`config.mk`:
```
export PLATFORM = sky130hd
export DESIGN_NAME = clint_bus_bridge
export DESIGN_NICKNAME = d
export VERILOG_FILES = /design/src/rtl/clint_bus_bridge.sv
export SDC_FILE = /design/constraint.sdc
export NUM_CORES = 1
export LEC_CHECK = 0
export BUFFER_PORTS_ARGS = -buffer_cell sky130_fd_sc_hd__buf_4
export CAP_MARGIN = 20
export CORE_MARGIN = 5
export CORE_UTILIZATION = 30
export DETAILED_ROUTE_END_ITERATION = 7
export PLACE_DENSITY = 0.55
export SYNTH_ARGS = -nofsm -noshare
export SYNTH_HDL_FRONTEND = slang
export SYNTH_SLANG_ARGS = --single-unit
```
`constraint.sdc`:
```
create_clock -name clk -period 1.6 [get_ports clk]
set_input_delay 0.24 -clock clk [delete_from_list [all_inputs] [get_ports clk]]
set_output_delay 0.24 -clock clk [all_outputs]
set_load 0.02 [all_outputs]
```
`src/rtl/clint_bus_bridge.sv`:
```
// Single-outstanding bridge from the core MMIO port to the CLINT request interface.
// Optional ISSUE timeout is built only when CLINT_BRIDGE_TIMEOUT_EN is defined.
module clint_bus_bridge #(
   parameter logic [31:0] BASE_ADDR      = 32'h0200_0000,
   parameter int unsigned TIMEOUT_CYCLES = 64
) (
   input  logic        clk,
   input  logic        reset,
   input  logic        cpu_req_valid,
   input  logic [31:0] cpu_req_addr,
   input  logic [63:0] cpu_req_wdata,
   input  logic        cpu_req_we,
   input  logic [2:0]  cpu_req_size,
   output logic        cpu_req_ready,
   output logic        cpu_rsp_valid,
   output logic [63:0] cpu_rsp_rdata,
   output logic        cpu_rsp_error,
   output logic        clint_req_valid,
   output logic [15:0] clint_req_addr,
   output logic [63:0] clint_req_wdata,
   output logic        clint_req_we,
   output logic [2:0]  clint_req_size,
   input  logic        clint_req_ready,
   input  logic [63:0] clint_req_rdata
);

   localparam logic [1:0] ST_IDLE  = 2'd0;
   localparam logic [1:0] ST_ISSUE = 2'd1;
   localparam logic [1:0] ST_RESP  = 2'd2;

   if ((TIMEOUT_CYCLES < 1) || (TIMEOUT_CYCLES > 65535) || (BASE_ADDR[15:0] != 16'h0000)) begin : g_bad_param
      $error("clint_bus_bridge: illegal BASE_ADDR or TIMEOUT_CYCLES");
   end

   function automatic logic is_aligned(input logic [2:0] size, input logic [2:0] lsb);
      case (size)
         3'd0:    is_aligned = 1'b1;
         3'd1:    is_aligned = (lsb[0] == 1'b0);
         3'd2:    is_aligned = (lsb[1:0] == 2'b00);
         3'd3:    is_aligned = (lsb == 3'b000);
         default: is_aligned = 1'b0;
      endcase
   endfunction

   logic [1:0]  state_r;
   logic [15:0] addr_r;
   logic [63:0] wdata_r;
   logic        we_r;
   logic [2:0]  size_r;
   logic [63:0] rdata_r;
   logic        error_r;
   logic        hit_s;
   logic        aligned_s;
   logic        expire_s;

   assign hit_s     = (cpu_req_addr[31:16] == BASE_ADDR[31:16]);
   assign aligned_s = is_aligned(cpu_req_size, cpu_req_addr[2:0]);

`ifdef CLINT_BRIDGE_TIMEOUT_EN
   logic [15:0] cnt_r;

   assign expire_s = (cnt_r == 16'(TIMEOUT_CYCLES - 1));

   // Count ISSUE cycles without a CLINT completion; idle clears it.
   always_ff @(posedge clk) begin
      if (reset) begin
         cnt_r <= 16'd0;
      end else if (state_r == ST_IDLE) begin
         cnt_r <= 16'd0;
      end else if ((state_r == ST_ISSUE) && !clint_req_ready) begin
         cnt_r <= cnt_r + 16'd1;
      end else begin
         cnt_r <= cnt_r;
      end
   end
`else
   assign expire_s = 1'b0;
`endif

   // Transaction FSM with request latch and response registers.
   always_ff @(posedge clk) begin
      if (reset) begin
         state_r <= ST_IDLE;
         addr_r  <= 16'h0000;
         wdata_r <= 64'h0;
         we_r    <= 1'b0;
         size_r  <= 3'd0;
         rdata_r <= 64'h0;
         error_r <= 1'b0;
      end else begin
         case (state_r)
            ST_IDLE: begin
               if (cpu_req_valid) begin
                  addr_r  <= cpu_req_addr[15:0];
                  wdata_r <= cpu_req_wdata;
                  we_r    <= cpu_req_we;
                  size_r  <= cpu_req_size;
                  if (hit_s && aligned_s) begin
                     state_r <= ST_ISSUE;
                  end else begin
                     rdata_r <= 64'h0;
                     error_r <= 1'b1;
                     state_r <= ST_RESP;
                  end
               end
            end
            ST_ISSUE: begin
               // Completion wins over a timeout expiring in the same cycle.
               if (clint_req_ready) begin
                  rdata_r <= we_r ? 64'h0 : clint_req_rdata;
                  error_r <= 1'b0;
                  state_r <= ST_RESP;
               end else if (expire_s) begin
                  rdata_r <= 64'h0;
                  error_r <= 1'b1;
                  state_r <= ST_RESP;
               end
            end
            ST_RESP: begin
               state_r <= ST_IDLE;
            end
            default: begin
               state_r <= ST_IDLE;
            end
         endcase
      end
   end

   assign cpu_req_ready   = (state_r == ST_IDLE);
   assign cpu_rsp_valid   = (state_r == ST_RESP);
   assign cpu_rsp_rdata   = rdata_r;
   assign cpu_rsp_error   = error_r;
   assign clint_req_valid = (state_r == ST_ISSUE);
   assign clint_req_addr  = addr_r;
   assign clint_req_wdata = wdata_r;
   assign clint_req_we    = we_r;
   assign clint_req_size  = size_r;

endmodule
```
# --- Yosys cells after proc, flatten, opt, wreduce, memory -nomap -nowiden ---
# Cells that the tools add are included.
op_classes:
  n_mux: 14
  n_eq_ne: 9
  div: 0
  reduce_logical: 9
  order_cmp: 0
  shifts: 0
  addsub: 0
  n_bitwise: 1
  n_mul: 0
ops:
  columns: ["cell", "n"]
  rows:
  - ["$mux 64", 4]
  - ["$pmux 64 s2", 1]
  - ["$eq 16x10->1 const B", 1]
  - ["$eq 3x2->1 const B", 2]
  - ["$logic_not 3->1", 2]
  - ["$mux 2", 3]
  - ["$logic_not 2->1", 2]
  - ["$ne 2x2->1 const B", 2]
  - ["$pmux 1 s4", 1]
  - ["$pmux 2 s2", 1]
  - ["$reduce_and 2->1", 2]
  - ["$reduce_and 4->1", 1]
  - ["$eq 3x1->1 const B", 1]
  - ["$mux 1", 3]
  - ["$eq 2x1->1 const B", 1]
  - ["$eq 2x2->1 const B", 1]
  - ["$ne 2x1->1 const B", 1]
  - ["$pmux 1 s2", 1]
  - ["$reduce_bool 2->1", 1]
  - ["$logic_and 1x1->1", 1]
  - ["$not 1->1", 1]
totals:
  register_bits: 151
  latchBits: 0
  inputBits: 168
  n_memories: 0
  mem_bits_rw: 0
  romBits: 0
  wordCells: 40
  out_inout_bits: 152

# --- Longest topological paths before layout ---
logic_depth:
  depth_word: 6
  depth_mapped: 6

# --- Worst setup path after synthesis ---
# No wires, ideal clock.
synth_path:
  path_kind: "reg2reg"
  start: "register state_r[0]"
  end: "register wdata_r[41], in the netlist clint_req_wdata[41]"
  t_arrival_ns: 1.394
  setup_ns: 0.070
  slack_ns: 0.136
  n_path_buf: 2
  path_stages_with_launch: 7
  required_ns: 1.530
  period_less_slack_ns: 1.464
  path_cell_list: "dfxtp_1 -> nor2_1 -> and2_1 -> buf_2 -> buf_2 -> nand2_1 -> a21oi_1"
synth_via:
  elab_chain_cells: 2
synth_lines:
  columns: ["element", "line", "rtl"]
  rows:
  - ["start, declared", "45", "logic [1:0] state_r;"]
  - ["start signal, assigned", "83", "state_r <= ST_IDLE;"]
  - ["start signal, assigned", "99", "state_r <= ST_ISSUE;"]
  - ["start signal, assigned", "103", "state_r <= ST_RESP;"]
  - ["$logic_not 2->1", null, null]
  - ["net cpu_req_ready", "14", "output logic cpu_req_ready,"]
  - ["$reduce_and 2->1 (no source line)", null, null]
  - ["end signal, assigned", "95", "wdata_r <= cpu_req_wdata;"]
  - ["end, declared", "47", "logic [63:0] wdata_r;"]
# The timed path passes the listed nets, and every way through them passes these cells.
# A chain may end at the register's enable or synchronous reset.

# --- Final worst setup path ---
layout_path:
  start: "register state_r[1]"
  end: "output clint_req_valid"
layout_via:
  elab_chain_cells: 1
layout_lines:
  columns: ["element", "line", "rtl"]
  rows:
  - ["$eq 2x1->1", "133", "assign clint_req_valid = (state_r == ST_ISSUE);"]
  - ["end, declared", "18", "output logic clint_req_valid,"]
# Every way passes these cells.

==> reports/metrics.cfg <==
[clock_tree]
clk_path_buf_depth = 2
cts_root_buf = clkbuf_16
cts_buffers = 17
cts_htree_levels = 4
clk_pin_slew_ns = 0.06
clk_latency_ns = 0.42
cts_tree = built
clkSinkCount = 151
cts_hold_buffers = 0

[placed_design]
pre_cts_ws_ns = -0.399
hpwl_um = 14100
placedInstanceArea_um2 = 8520
portBuffers = 319
dp.cells = 1197
gp_congestion = 0.753

[routing]
first_pass_iters = 4
drcViolationCount = 0
ant_nets = 0
drt_iter0_drc = 212
num_vias = 5466
via_per_inst = 4.44
drt_wl_total_um = 19300
wl_per_cell_um = 15.7

[synthesis]
syn_inst = 669
synth_edf_count = 0
synth_fp_nets = 837
synth-async-reset-ratio_pct = 0
synth_cell_types = 24
ys_warn_count = 0
syn-mean-instance-area_um2 = 8.60
synth_seq_area_share_pct = 52.5
syn_area_um2 = 5760
dominantRegCellSynth = dfxtp_1
ys_ff_latch = 151

[power_and_ir_drop]
swShare_pct = 24.1
leakagePower_nw = 4.22
power_density_nw_per_um2 = 1010
netSwitchingPower_mw = 2.23
p_int_mw = 7.00
p_seq_share_pct = 42.8
ir_worst_vdd_v = 0.000680
p_clk_share_pct = 44.1
power_frac_comb_pct = 13.2
design_power_total_mw = 9.23

[setup_path]
slowest_stage = dfxtp_2
crit_chain = and2b_1 > buf_4 > buf_4
cp.arrival_ns = 1.27
slowest_delay_ns = 0.36
cp.required_ns = 1.36
crit_type = reg2out
start_kind = flip-flop
cp-end-kind = primary output
worstPathMaxFanout = 5
cpMostUsedCell = buf_4

[grt]
grt_max_degree = 109
grt_pass1_wl_um = 28800
grt_remaining_overflow = 0
first_global_vias = 5328
antenna_found_initial = 0
grt_usage_pct = 16.5

[timing]
worstMarginPinSlew_ns = 0.530
final.period_utilization_pct = 94.5
holdWs_ns = 0.0533
setup_tns_ns = 0
final_hold_viol_count = 0
timing.fmax_ghz = 0.661
slew_viol_final = 0
slew-limit-headroom_pct = 64.7
rsz0062_at_grt = no
period_minus_slack_ns = 1.51
finalClockSkew_ns = 0.00804
finalSetupViolations = 0
final.setup.worst_slack_ns = 0.0875

[floorplan]
core_um2 = 18800
die_w_um = 149
die-area_um2 = 22100
num_rows = 50
start_util_pct = 30.7
die_h_um = 149
io_pins = 320

[layout]
layout.nets = 1155
area_growth_syn_to_layout_pct = 59.4
stdcell_count = 1232
final_util_pct = 48.9
final_common_cell = buf_4
antennaDiodeCount = 0
final_cell_mix = 337 x buf_4, 232 x nand2_1, 150 x dfxtp_1
final_area_um2 = 9170
fillers = 1892
drive_gt1_share_pct = 38.4

[run_status]
status = finished clean

[job]
max_cap_viol_count = 0

[worst_hold_path]
hp-class = in2reg

## metal layers
layer,track usage (%),vias up,wire (um)
li1,-,2793,-
met1,19.1,2453,7860
met2,27.7,193,9430
met3,5.58,27,1550
met4,6.84,0,459
met5,0,-,0
## flip-flops by register name, indices dropped and copies added, names as in the netlist
signal / count
clint_req_wdata: 64
cpu_rsp_rdata: 64
clint_req_addr: 16
clint_req_size: 3
state_r: 2
clint_req_we: 1
cpu_rsp_error: 1
## worst paths after layout
| check | to | slack [ns] | start | cells after the start |
|---|---|---|---|---|
| max | clint_req_valid | 0.09 | state_r[1]$_SDFFE_PP0P_ | 3 |
| min | cpu_rsp_error$_SDFFE_PP0P_ | 0.05 | clint_req_ready | 2 |
| max reg2reg | cpu_rsp_rdata[39]$_SDFFE_PP0P_ | 0.14 | state_r[0]$_SDFFE_PP0P_ | 6 |
| min reg2reg | clint_req_wdata[28]$_SDFFE_PP0P_ | 0.45 | clint_req_wdata[28]$_SDFFE_PP0P_ | 2 |
## Yosys cell counts (all sizes together), types with 2 or more instances
cell	n	area [um2]
mux2i	65	651
nand2b	65	407
o21ai	2	13.8
buf	24	155
inv	2	7.51
nor4	3	18.8
nand2	233	875
dfxtp	151	3020
nor2	4	15.0
a21oi	86	430
clkbuf	25	93.8
## area by class of cell
cell class / instances / area (um2) / area share, %
sequential: 151 / 3020 / 33.0
clock buffer: 19 / 443 / 4.83
multi-input combinational: 467 / 2500 / 27.3
timing repair buffer: 348 / 2750 / 30.0
tap: 234 / 293 / 3.19
inverter: 2 / 7.51 / 0.0818
clock inverter: 11 / 151 / 1.65
## worst max-delay path, delay by kind of cell, from the launching register on
| family | cells | cell delay [ns] |
|---|---|---|
| simple gates | 1 | 0.21 |
| flops | 1 | 0.36 |
| buf+inv | 2 | 0.30 |
## power groups by stage
stage               Combinational, mW  Sequential [mW]  Clock, mW
global route                     1.31             3.97       4.36
detailed placement               1.23             4.03          0
finish                           1.22             3.95       4.07
CTS                              1.23             3.95       4.19
global placement                 1.23             4.03          0
floorplan                       0.395             4.18          0
## kinds of logic (layout without fill, tap and decap cells)
group / count (synthesis) / after routing / synth area share [%]
buf+inv: 51 / 380 / 4.46
flops: 151 / 151 / 52.5
compound gates: 90 / 90 / 8.00
simple gates: 312 / 312 / 23.7
mux: 65 / 65 / 11.3
## what timing repair did
| item | 4_1_cts | 5_1_grt |
|---|---|---|
| gates resized for setup | 0 | 5 |
| setup endpoints to repair | 0 | 18 |
| setup buffers | 0 | 4 |
Power figures use the tool's default switching activity.
